`src/rtl/processor_pkg.sv`:
```
// processor_pkg: instruction field layout, opcode classes and operand-use decode shared by the pipeline
package processor_pkg;
  localparam int NUM_REGS = 32;
  localparam int OP_HI  = 31;
  localparam int OP_LO  = 26;
  localparam int RD_HI  = 25;
  localparam int RD_LO  = 21;
  localparam int RS1_HI = 20;
  localparam int RS1_LO = 16;
  localparam int RS2_HI = 15;
  localparam int RS2_LO = 11;
  localparam int IMM_HI = 15;
  localparam int IMM_LO = 0;
  localparam logic [5:0] OP_NOP = 6'h3F;
  typedef enum logic [1:0] {CLS_R = 2'b00, CLS_I = 2'b01, CLS_ST = 2'b10, CLS_BR = 2'b11} cls_e;
  typedef enum logic {SLOT_EMPTY, SLOT_FULL} slot_e;
  typedef enum logic {OUT_EMPTY, OUT_FULL} out_e;
  typedef struct packed {
    logic [5:0]  opcode;
    logic [4:0]  rd;
    logic        writes;
    logic [31:0] imm;
    logic [31:0] a;
    logic [31:0] b;
    logic [31:0] pc;
  } id_pkt_t;
  function automatic logic uses_rs1(input logic [5:0] op);
    return op != OP_NOP;
  endfunction
  function automatic logic uses_rs2(input logic [5:0] op);
    return op != OP_NOP && cls_e'(op[5:4]) != CLS_I;
  endfunction
  function automatic logic writes_rd(input logic [5:0] op);
    return op != OP_NOP && (cls_e'(op[5:4]) == CLS_R || cls_e'(op[5:4]) == CLS_I);
  endfunction
endpackage

```
`src/rtl/pending_write_scoreboard.sv`:
```
// pending_write_scoreboard: per-register 2-bit count of issued writes not yet written back
module pending_write_scoreboard
  import processor_pkg::*;
(
  input  logic       clock,
  input  logic       reset_n,
  input  logic       inc_en,
  input  logic [4:0] inc_idx,
  input  logic       dec_en,
  input  logic [4:0] dec_idx,
  input  logic [4:0] qa,
  input  logic [4:0] qb,
  input  logic [4:0] qrd,
  output logic       busy_a,
  output logic       busy_b,
  output logic       sat_rd
);
  logic [NUM_REGS-1:0][1:0] cnt_q, cnt_d;
  logic [NUM_REGS-1:0]      inc_v, dec_v;
  // Net change per register; an inc and dec on the same register cancel, r0 never counts
  always_comb begin
    inc_v = inc_en ? NUM_REGS'(1) << inc_idx : '0;
    dec_v = (dec_en && dec_idx != 5'd0) ? NUM_REGS'(1) << dec_idx : '0;
    for (int i = 0; i < NUM_REGS; i++)
      cnt_d[i] = (inc_v[i] && !dec_v[i] && cnt_q[i] != 2'd3) ? cnt_q[i] + 2'd1 :
                 (dec_v[i] && !inc_v[i] && cnt_q[i] != 2'd0) ? cnt_q[i] - 2'd1 : cnt_q[i];
  end
  // Counter state, dropped immediately on reset
  always_ff @(posedge clock or negedge reset_n)
    if (!reset_n) cnt_q <= '0;
    else          cnt_q <= cnt_d;
  assign busy_a = cnt_q[qa] != 2'd0;
  assign busy_b = cnt_q[qb] != 2'd0;
  assign sat_rd = cnt_q[qrd] == 2'd3;
endmodule

```
`src/rtl/decode_issue_stage.sv`:
```
// decode_issue_stage: one-slot decode/issue with RAW/WAW interlock ahead of the register file
module decode_issue_stage
  import processor_pkg::*;
(
  input  logic        clock,
  input  logic        reset_n,
  input  logic        if_valid,
  output logic        if_ready,
  input  logic [31:0] if_instr,
  input  logic [31:0] if_pc,
  output logic [4:0]  RA,
  output logic [4:0]  RB,
  input  logic [31:0] BusA,
  input  logic [31:0] BusB,
  input  logic        wb_enable,
  input  logic [4:0]  wb_rw,
  input  logic        flush,
  output logic        id_valid,
  input  logic        id_ready,
  output logic [5:0]  id_opcode,
  output logic [4:0]  id_rd,
  output logic        id_writes,
  output logic [31:0] id_imm,
  output logic [31:0] id_a,
  output logic [31:0] id_b,
  output logic [31:0] id_pc
);
  slot_e       slot_q, slot_d;
  out_e        out_q, out_d;
  logic [31:0] instr_q, instr_d, pc_q, pc_d;
  id_pkt_t     pkt_q, pkt_d;
  logic [5:0]  op;
  logic [4:0]  rd, rs1, rs2;
  logic        full, use_a, use_b, writes, busy_a, busy_b, sat_rd, hazard, issue, accept;
  assign op     = instr_q[OP_HI:OP_LO];
  assign rd     = instr_q[RD_HI:RD_LO];
  assign rs1    = instr_q[RS1_HI:RS1_LO];
  assign rs2    = instr_q[RS2_HI:RS2_LO];
  assign full   = slot_q == SLOT_FULL;
  assign use_a  = full && uses_rs1(op);
  assign use_b  = full && uses_rs2(op);
  assign RA     = use_a ? rs1 : 5'd0;
  assign RB     = use_b ? rs2 : 5'd0;
  assign writes = writes_rd(op) && rd != 5'd0;
  assign hazard = (use_a && busy_a) || (use_b && busy_b) || (writes && sat_rd);
  assign issue  = full && !hazard && !flush && (out_q == OUT_EMPTY || id_ready);
  // A flush frees the slot this cycle, so fetch may refill it at the same edge
  assign if_ready = !full || issue || flush;
  assign accept   = if_valid && if_ready;
  pending_write_scoreboard u_sb (
    .clock   (clock),
    .reset_n (reset_n),
    .inc_en  (issue && writes),
    .inc_idx (rd),
    .dec_en  (wb_enable),
    .dec_idx (wb_rw),
    .qa      (RA),
    .qb      (RB),
    .qrd     (rd),
    .busy_a  (busy_a),
    .busy_b  (busy_b),
    .sat_rd  (sat_rd)
  );
  // Next slot and output-register contents; operands are sampled only at issue
  always_comb begin
    slot_d  = accept ? SLOT_FULL : (issue || flush) ? SLOT_EMPTY : slot_q;
    instr_d = accept ? if_instr : instr_q;
    pc_d    = accept ? if_pc : pc_q;
    out_d   = issue ? OUT_FULL : id_ready ? OUT_EMPTY : out_q;
    pkt_d   = issue ? id_pkt_t'{opcode: op, rd: rd, writes: writes,
                                imm: {{16{instr_q[IMM_HI]}}, instr_q[IMM_HI:IMM_LO]},
                                a: BusA, b: BusB, pc: pc_q} : pkt_q;
  end
  // Slot and output pipeline registers, cleared immediately on reset
  always_ff @(posedge clock or negedge reset_n)
    if (!reset_n) begin
      slot_q  <= SLOT_EMPTY;
      instr_q <= '0;
      pc_q    <= '0;
      out_q   <= OUT_EMPTY;
      pkt_q   <= '0;
    end else begin
      slot_q  <= slot_d;
      instr_q <= instr_d;
      pc_q    <= pc_d;
      out_q   <= out_d;
      pkt_q   <= pkt_d;
    end
  assign id_valid  = out_q == OUT_FULL;
  assign id_opcode = pkt_q.opcode;
  assign id_rd     = pkt_q.rd;
  assign id_writes = pkt_q.writes;
  assign id_imm    = pkt_q.imm;
  assign id_a      = pkt_q.a;
  assign id_b      = pkt_q.b;
  assign id_pc     = pkt_q.pc;
endmodule
```
`config.mk`:
```
export PLATFORM = sky130hd
export DESIGN_NAME = decode_issue_stage
export DESIGN_NICKNAME = d
export VERILOG_FILES = /design/src/rtl/processor_pkg.sv /design/src/rtl/pending_write_scoreboard.sv /design/src/rtl/decode_issue_stage.sv
export SDC_FILE = /design/constraint.sdc
export NUM_CORES = 1
export LEC_CHECK = 0
export CAP_MARGIN = 25
export CORE_MARGIN = 1
export CORE_UTILIZATION = 55
export DETAILED_ROUTE_END_ITERATION = 8
export PLACE_DENSITY = 0.86
export SYNTH_ARGS = -nofsm -noshare
export SYNTH_HDL_FRONTEND = slang
export SYNTH_SLANG_ARGS = --single-unit
```
`constraint.sdc`:
```
create_clock -name clock -period 7.4 [get_ports clock]
set_input_delay 1.48 -clock clock [delete_from_list [all_inputs] [get_ports clock]]
set_output_delay 1.48 -clock clock [all_outputs]
set_load 0.03 [all_outputs]
```
==> flow_metrics.py, run 1 <==
metrics = {
    "clocking": {
        "clk_path_buf_depth": 3,
        "cts-root-buf": "clkbuf_16",
        "insertion_delay_ns": 0.55,
        "ctsHoldBuffers": 0,
        "ctsResizeCount": 0,
        "cts_max_level": 1,
        "cts_buffers": 27,
        "tritoncts": "yes",
        "post_cts_buffers": 0,
        "numClockSinks": 254,
        "clkTransAtPathRegs_ns": 0.06,
    },
    "sta": {
        "maxSlewViolCount": 0,
        "max_slew_margin_pct": 27.8,
        "fin_crit_sh_pct": 80.1,
        "finalClockSkew_ns": 0.0162,
        "fin_crit_ns": 5.93,
        "setup_ws_ns": 1.48,
        "hold_violations": 0,
        "rsz0062_at_grt": "false",
        "tightest_slew_ns": 1.08,
        "setup-tns-final_ns": 0,
        "fmax_mhz": 169,
        "setup_viol": 0,
    },
    "worst_setup_path": {
        "critPathArrivalTime_ns": 4.45,
        "crit_path_start_kind": "flop",
        "crit_type": "reg -> out",
        "crit_path_end_kind": "output port",
        "cp_max_fo": 40,
        "worst-endpoint-required_ns": 5.92,
    },
    "final_layout": {
        "drive_above_1_share_pct": 8.76,
        "nFillCells": 1621,
        "final_common_cell": "nand2_1",
        "final-seq-area_sq_mm": 0.00636,
        "nets": 1797,
        "syn_to_final_growth_pct": 29.5,
        "fin_util_pct": 73.2,
        "multi_input_area_sq_mm": 0.00594,
        "final_cell_mix": "450 x nand2_1, 289 x clkdlybuf4s50_1, 254 x dfrtp_1, 106 x nor2_1, 56 x mux2_2",
    },
    "synth": {
        "synth.yosys.warnings": 0,
        "syn_nets": 1563,
        "synth_cells": 1424,
        "synth_area_sq_mm": 0.0129,
        "synth.ff_latch_count": 254,
        "synth.distinct_cells": 85,
        "synth-main-ff-cell": "dfrtp_1",
        "synth_edf_count": 0,
        "async_flop_share_pct": 100,
        "synth_area_per_cell_sq_um": 9.07,
        "ys_seq_area_share_pct": 49.2,
    },
    "floorplan": {
        "start_util_pct": 56.5,
        "num_rows": 55,
        "die_h_um": 155,
        "dieWidth_um": 155,
        "core_area_sq_mm": 0.0228,
        "die-area_sq_mm": 0.0241,
        "ios": 291,
    },
    "power_and_ir_drop": {
        "p_comb_share_pct": 44.0,
        "power_switching_share_pct": 42.3,
        "p_sw_w": 0.00279,
        "power_w": 0.00659,
        "vdd_ir_drop_max_mv": 0.312,
        "seq_power_share_pct": 35.1,
        "p_leak_nw": 7.30,
        "clockPowerShare_pct": 20.9,
        "powerDensity_mw_per_mm2": 394,
        "internal_power_w": 0.00380,
    },
    "outcome": {
        "status": "finished, final reports clean",
    },
    "placement": {
        "dp_hpwl_um": 28500,
        "place_ws_ns": 1.74,
        "gp_congestion": 1.01,
        "port_buffers": 290,
    },
    "global_route": {
        "antenna_found_initial": 2,
        "overflow": 0,
        "grt_max_degree": 134,
        "grt_pass1_vias": 11600,
        "grtUsageTotal_pct": 33.7,
        "grt_pass1_wl_um": 63200,
    },
    "drt": {
        "drt_iter0_markers": 1207,
        "viasPerCell": 6.07,
        "drt-total-wl_um": 41000,
        "wire_per_inst_um": 20.5,
        "drc": 0,
        "ant_nets": 0,
        "dr.pass1.iters": 6,
        "vias": 12100,
    },
    "flow_run": {
        "maxCapViolCount": 0,
    },
    "hold_path": {
        "hold_class": "reg -> reg",
    },
}
[worst max-delay path, stage by stage, from the launching register on]
cell             delay [ns]
dfrtp_1                0.91
or3b_1                 0.41
o311a_1                0.12
o21ai_0                0.25
o311ai_0               0.21
a22oi_2                0.30
and4_1                 0.31
nand3_4                0.38
nand2b_1               0.29
clkdlybuf4s50_1        0.70
[per-layer routing]
layer | share of wire (%) | GRT usage [%] | up-vias
met5 | 0 | 0 | -
met4 | 6.5 | 19.2 | 0
met3 | 9.7 | 6.66 | 185
met2 | 47 | 55.6 | 731
met1 | 36 | 41.6 | 5749
li1 | - | - | 5427
[flip-flops by register name, summed over array words and instances (netlist names)]
| name | count |
|---|---|
| full | 1 |
| id_imm | 16 |
| u_sb.cnt_q | 64 |
| pc_q | 32 |
| id_valid | 1 |
| id_opcode | 6 |
| instr_q | 32 |
| id_pc | 32 |
| id_writes | 1 |
| id_b | 32 |
| id_rd | 5 |
| id_a | 32 |
[Yosys cell counts, types with 5 or more instances]
| cell type | count | share of area, % |
|---|---|---|
| nand2_1 | 450 | 13 |
| dfrtp_1 | 254 | 49 |
| nor2_1 | 106 | 3.1 |
| mux2_2 | 56 | 4.9 |
| buf_2 | 47 | 1.8 |
| nand3_1 | 43 | 1.7 |
| nor3_1 | 37 | 1.4 |
| nand4_1 | 24 | 1.2 |
| a211oi_1 | 23 | 1.3 |
| clkbuf_1 | 23 | 0.67 |
| and3_1 | 22 | 1.1 |
| buf_4 | 22 | 1.3 |
| inv_1 | 22 | 0.64 |
| a21oi_1 | 21 | 0.81 |
| o21ai_0 | 21 | 0.81 |
| a31oi_1 | 20 | 0.97 |
| and2_1 | 14 | 0.68 |
| a311oi_1 | 12 | 0.81 |
| nand2b_1 | 12 | 0.58 |
| mux2_1 | 10 | 0.87 |
| and4_1 | 9 | 0.61 |
| a311o_1 | 8 | 0.62 |
| nor4_1 | 8 | 0.39 |
| o2111ai_1 | 8 | 0.54 |
| mux4_2 | 7 | 1.2 |
| nor2b_1 | 7 | 0.34 |
| nand3b_1 | 6 | 0.35 |
| o211ai_1 | 6 | 0.35 |
| or3_1 | 6 | 0.29 |
| a22oi_1 | 5 | 0.29 |
| o311a_1 | 5 | 0.39 |
[worst paths after layout]
path / cells after the start / from / slack (ns) / end
max in group asynchronous: 2 / reset_n / 4.89 / id_a[17]
worst max register to register: 12 / instr_q[11] / 2.81 / id_a[3]
worst min register to register: 0 / u_sb.cnt_q[0] / 0.40 / u_sb.cnt_q[0]
worst min-delay path: 0 / u_sb.cnt_q[0] / 0.40 / u_sb.cnt_q[0]
worst max-delay path: 9 / instr_q[11] / 1.48 / if_ready
min in group asynchronous: 1 / reset_n / 1.00 / u_sb.cnt_q[30]
[power groups by stage]
stage	Sequential [W]	Clock, W	Combinational [W]
4_1_cts	0.00229	0.00139	0.00288
5_1_grt	0.00236	0.00146	0.00307
3_5_place_dp	0.00231	0	0.00286
3_3_place_gp	0.00228	0	0.00280
6_report	0.00231	0.00138	0.00290
2_1_floorplan	0.00279	0	0.00119
[cells by family after synthesis]
kind of cell | after synthesis | share of synthesized area [%]
compound gates | 195 | 11.6
xor+xnor | 6 | 0.407
simple gates | 775 | 26.9
buf+inv | 120 | 4.81
flops | 254 | 49.2
mux | 74 | 7.05
[layout make-up]
class | instances | area share, %
sequential | 254 | 38.0
multi-input combinational | 1050 | 35.5
timing repair buffer | 303 | 18.1
clock buffer | 37 | 4.68
tap | 313 | 2.34
clock inverter | 12 | 0.808
inverter | 22 | 0.494
antenna | 2 | 0.0299
[per-stage QoR]
step,area [sq um],std cells,hold slack [ns]
after global routing,16700,1993,0.424
final,16700,1993,0.401
after CTS,16700,1989,0.403
after detailed placement,15800,1940,0.390
after global placement,15800,1940,0.391
after floorplan,12900,1424,0.433
Note: power is estimated with default switching activity, not from simulation.
==> inputs of run 2 (changes only) <==
- CORE_UTILIZATION: 55 -> 46
- PLACE_DENSITY: 0.86 -> 0.77
- clock period: 7.4 -> 5.1 ns (I/O delays scaled with it)
==> run 2 against run 1 <==
Compared with the run above:
- die area rose by 19%
- sequential power rose by 45%
- register-to-register slack got worse by 1.9 ns
- via count fell by 0.36%
- count of clock-buffer cells in the layout rose by 3
- global-route usage fell by 4.8 points
- hold slack improved by 0.00081 ns
- sequential cell count did not move
- utilization fell by 11 points
- wire length rose by 1.3%
- critical path type unchanged
==> flow_metrics.py, run 2 (synthesis results as in run 1) <==
metrics = {
    "drt": {
        "drt-total-wl_um": 41500,
        "drc": 0,
        "viasPerCell": 5.86,
        "drt_iter0_markers": 1481,
        "wire_per_inst_um": 20.2,
        "dr.pass1.iters": 6,
        "vias": 12000,
        "ant_nets": 0,
    },
    "sta": {
        "hold_violations": 0,
        "fin_crit_sh_pct": 89.8,
        "fin_crit_ns": 4.58,
        "fmax_mhz": 218,
        "maxSlewViolCount": 0,
        "rsz0062_at_grt": "false",
        "tightest_slew_ns": 1.11,
        "setup_viol": 0,
        "finalClockSkew_ns": 0.0163,
        "max_slew_margin_pct": 26.1,
        "setup-tns-final_ns": 0,
    },
    "placement": {
        "place_inst": 2001,
        "gp_congestion": 0.990,
        "port_buffers": 290,
        "dp_hpwl_um": 29100,
    },
    "floorplan": {
        "die-area_sq_mm": 0.0288,
        "core_area_sq_mm": 0.0273,
        "dieWidth_um": 170,
        "start_util_pct": 47.4,
        "die_h_um": 170,
        "num_rows": 60,
        "ios": 291,
    },
    "final_layout": {
        "nFillCells": 2236,
        "final_cell_mix": "450 x nand2_1, 288 x clkdlybuf4s50_1, 254 x dfrtp_1, 106 x nor2_1, 56 x mux2_2",
        "largest-register": "u_sb.cnt_q",
        "nets": 1799,
        "final-seq-area_sq_mm": 0.00636,
        "multi_input_area_sq_mm": 0.00594,
        "stdcell_count": 2057,
        "largest_register_ffs": 64,
        "drive_above_1_share_pct": 8.63,
        "syn_to_final_growth_pct": 30.4,
        "final_common_cell": "nand2_1",
    },
    "worst_setup_path": {
        "worst-endpoint-required_ns": 4.08,
        "crit_path_start_kind": "flop",
        "crit_type": "reg -> out",
        "critPathArrivalTime_ns": 3.56,
        "crit_path_end_kind": "output port",
        "cp_max_fo": 25,
        "cpMaxStageDelayCell": "dfrtp_1",
        "slowest_delay_ns": 1.07,
        "path_cells": "or3b_1 > o311a_1 > o21ai_0 > o311ai_0 > a22oi_2 > and4_1 > nand3_4 > nand2b_1 > buf_4",
    },
    "clocking": {
        "cts_max_level": 1,
        "ctsResizeCount": 0,
        "cts_buffers": 28,
        "post_cts_buffers": 0,
        "ctsHoldBuffers": 0,
        "tritoncts": "yes",
        "cts-root-buf": "clkbuf_16",
        "clkTransAtPathRegs_ns": 0.06,
        "numClockSinks": 254,
        "insertion_delay_ns": 0.57,
        "clk_path_buf_depth": 3,
    },
    "power_and_ir_drop": {
        "vdd_ir_drop_max_mv": 0.292,
        "powerDensity_mw_per_mm2": 566,
        "p_leak_nw": 7.32,
    },
    "global_route": {
        "overflow": 0,
        "grt_max_degree": 138,
        "grtUsageTotal_pct": 28.9,
        "grt_pass1_wl_um": 64800,
        "grt_pass1_vias": 11600,
        "antenna_found_initial": 5,
    },
    "flow_run": {
        "maxCapViolCount": 0,
    },
    "hold_path": {
        "hold_class": "reg -> reg",
    },
    "outcome": {
        "status": "finished, final reports clean",
    },
}
## run 2: changes by cell type in the layout (fill, tap and decap cells not counted), sizes merged
cell,before,now
clkinvlp,4,1
clkinv,5,7
diode,2,4
clkbuf,37,40
buf,14,16
clkdlybuf4s50,289,288
## run 2: power breakdown
part / total, W / internal, W / switching [W]
Combinational: 0.00417 / 0.00165 / 0.00253
Clock: 0.00202 / 0.00117 / 0.000851
Sequential: 0.00334 / 0.00270 / 0.000643
Total: 0.00953 / 0.00551 / 0.00402
## run 2: critical path, delay by kind of cell, from the launching register on
family	cells	cell delay, ns
DFF	1	1.07
AOI/OAI and AO/OA	4	0.82
and+or+nand+nor	4	0.91
buffers and inverters	1	0.18
## run 2: layer usage
layer  global-route usage (%)  routed length [um]  vias up
li1                         -                   -     5439
met1                     36.6               16000     5787
met4                     13.6                1760        2
met5                        0                  12        -
met3                     5.18                3760      119
met2                     48.0               19900      701
## run 2: final cells by class
class,count,area share [%]
inverters,22,0.491
well taps,372,2.76
repair buffers,304,18.2
multi-input cells,1050,35.3
flip-flops and latches,254,37.8
clock buffers,40,4.61
clock inverters,11,0.832
diodes,4,0.0595
## run 2: path summary, 6_finish.rpt
path,startpoint,end,slack (ns),cells after the start
worst max register to register,instr_q[12],id_b[12],0.87,9
max in group asynchronous,reset_n,id_a[23],3.58,2
worst min-delay path,u_sb.cnt_q[1],u_sb.cnt_q[1],0.40,0
worst max-delay path,instr_q[11],if_ready,0.52,9
worst min register to register,u_sb.cnt_q[1],u_sb.cnt_q[1],0.40,0
min in group asynchronous,reset_n,u_sb.cnt_q[20],0.54,1
## run 2: through the flow
step	power (W)	area [sq um]	setup slack (ns)	hold WS [ns]	util [%]
floorplan	0.00579	12900	1.79	0.433	-
global placement	0.00741	15900	0.972	0.389	58.4
detailed placement	0.00751	15900	0.958	0.391	58.4
CTS	0.00955	16800	0.567	0.404	61.7
global route	0.0100	16800	0.376	0.411	61.8
finish	0.00953	16800	0.521	0.402	61.8
==> inputs of run 3 (changes only) <==
- CELL_PAD_IN_SITES_DETAIL_PLACEMENT: not set -> 1
- CELL_PAD_IN_SITES_GLOBAL_PLACEMENT: not set -> 1
- CORE_UTILIZATION: 46 -> 35
- PLACE_DENSITY: 0.77 -> not set
- PLACE_DENSITY_LB_ADDON: not set -> 0.1
==> run 3 against run 2 <==
Compared with the run above:
- count of clock-buffer cells in the layout down 4
- worst setup slack improved by 0.20 ns
- utilization shrank 14 points
- final area rose by 1.9%
- wire length up 10%
- non-clock buffer count rose by 8
- cell count increased by 4.7%
- sequential share of layout area down 0.69 points
- critical path type unchanged
- largest power group unchanged
- highest routed layer is now met4
==> flow_metrics.py, run 3 (synthesis results as in run 1) <==
metrics = {
    "outcome": {
        "status": "finished, final reports clean",
    },
    "worst_setup_path": {
        "slowest_delay_ns": 0.92,
        "rrSetupSlack_ns": 1.35,
        "cpMaxStageDelayCell": "dfrtp_1",
        "critPathArrivalTime_ns": 3.35,
        "crit_path_end_kind": "output port",
        "crit_type": "reg -> out",
        "crit_path_start_kind": "flop",
        "cp_max_fo": 24,
        "crit_top_cell": "nand2b_1",
        "cp_top_family": "simple AND/OR/NAND/NOR gates",
        "worst-endpoint-required_ns": 4.08,
        "path_cells": "nand2b_1 > o221ai_1 > a21oi_1 > nor4_1 > o311ai_2 > and4_1 > nand3_4 > nand2b_1 > buf_4",
        "critPathBufInv": 1,
    },
    "placement": {
        "port_buffers": 290,
        "dp_hpwl_um": 32300,
        "gp_congestion": 0.868,
        "place_ws_ns": 1.23,
        "postPlaceCellArea_sq_mm": 0.0161,
    },
    "global_route": {
        "overflow": 0,
        "grt_max_degree": 115,
        "grtUsageTotal_pct": 24.1,
        "grt_pass1_wl_um": 71200,
        "antenna_found_initial": 1,
        "grt_pass1_vias": 12000,
    },
    "final_layout": {
        "largest-register": "u_sb.cnt_q",
        "largest_register_ffs": 64,
        "fin_area_sq_mm": 0.0171,
        "syn_to_final_growth_pct": 32.8,
        "fin_util_pct": 47.7,
        "nets": 1810,
        "drive_above_1_share_pct": 9.64,
        "final_common_cell": "nand2_1",
        "final_cell_mix": "450 x nand2_1, 288 x clkdlybuf4s50_1, 254 x dfrtp_1, 106 x nor2_1, 56 x mux2_2",
    },
    "clocking": {
        "clk_path_buf_depth": 3,
        "cts_buffers": 31,
        "tritoncts": "yes",
        "insertion_delay_ns": 0.57,
        "cts_max_level": 1,
        "numClockSinks": 254,
        "ctsResizeCount": 0,
        "cts-root-buf": "clkbuf_16",
        "clkTransAtPathRegs_ns": 0.06,
        "post_cts_buffers": 0,
        "ctsHoldBuffers": 0,
    },
    "sta": {
        "finalClockSkew_ns": 0.0179,
        "setup_ws_ns": 0.725,
        "max_slew_margin_pct": 27.2,
        "fmax_mhz": 229,
        "setup-tns-final_ns": 0,
        "fin_crit_sh_pct": 85.8,
        "maxSlewViolCount": 0,
        "hold_ws_ns": 0.409,
        "rsz0062_at_grt": "false",
        "fin_crit_ns": 4.37,
        "hold_violations": 0,
        "setup_viol": 0,
        "tightest_slew_ns": 1.09,
    },
    "floorplan": {
        "die-area_sq_mm": 0.0377,
        "start_util_pct": 36.0,
        "ios": 291,
        "dieWidth_um": 194,
        "num_rows": 69,
        "core_area_sq_mm": 0.0359,
        "die_h_um": 194,
    },
    "power_and_ir_drop": {
        "vdd_ir_drop_max_mv": 0.457,
        "powerDensity_mw_per_mm2": 577,
        "p_leak_nw": 7.44,
    },
    "drt": {
        "vias": 11800,
        "drt-total-wl_um": 45800,
        "drt_iter0_markers": 665,
        "wire_per_inst_um": 21.3,
        "drc": 0,
        "viasPerCell": 5.47,
        "dr.pass1.iters": 5,
        "ant_nets": 0,
    },
    "flow_run": {
        "maxCapViolCount": 0,
    },
    "hold_path": {
        "hold_class": "reg -> reg",
    },
}
## run 3: cell types whose count changed in the layout (fill, tap and decap cells not counted), moves of 3 or more
cell	change
buf_4	+8
bufinv_16	+3
clkbuf_1	-8
clkbuf_16	+3
clkinv_2	+3
diode_2	-3
## run 3: power by group
| part | internal, W | switching (W) | total [W] |
|---|---|---|---|
| Sequential | 0.00270 | 0.000635 | 0.00333 |
| Clock | 0.00141 | 0.000894 | 0.00230 |
| Combinational | 0.00167 | 0.00258 | 0.00425 |
| Total | 0.00578 | 0.00411 | 0.00989 |
## run 3: per-layer routing
layer	part of all wire, %	vias up	wire (um)	GRT usage, %
met5	0	-	0	0
met4	3.3	0	1520	8.11
met3	5.4	87	2460	4.00
met2	48	381	22000	40.6
met1	43	5870	19800	31.3
li1	-	5433	-	-
## run 3: worst register-to-register path, stage by stage (launching register included)
cell and delay (ns):
dfrtp_1 0.76, nand2_1 0.21, a31o_2 0.28, o2111ai_1 0.19, a21oi_1 0.08, a311oi_2 0.41, and4_1 0.31, buf_4 0.49
nand4_1 0.32, a311o_1 0.41, and3_1 0.17
## run 3: worst paths after layout
path,startpoint,to,cells past startpoint
worst max register to register,instr_q[22],u_sb.cnt_q[58],10
min in group asynchronous,reset_n,id_a[24],1
worst min register to register,u_sb.cnt_q[1],u_sb.cnt_q[1],0
max in group asynchronous,reset_n,id_b[4],2
worst min-delay path,u_sb.cnt_q[1],u_sb.cnt_q[1],0
worst max-delay path,instr_q[16],if_ready,9
## run 3: stage by stage
step,total power [W],instances
floorplan,0.00579,1424
CTS,0.00998,2151
global placement,0.00753,2098
detailed placement,0.00762,2098
global route,0.0104,2153
finish,0.00989,2153
## run 3: final cells by class
cell class | count | area [sq um]
diodes | 1 | 2.50
clock buffers | 36 | 835
clock inverters | 17 | 223
fillers | 4105 | 18800
inverters | 22 | 82.6
multi-input cells | 1050 | 5940
flip-flops and latches | 254 | 6360
well taps | 461 | 577
repair buffers | 312 | 3130
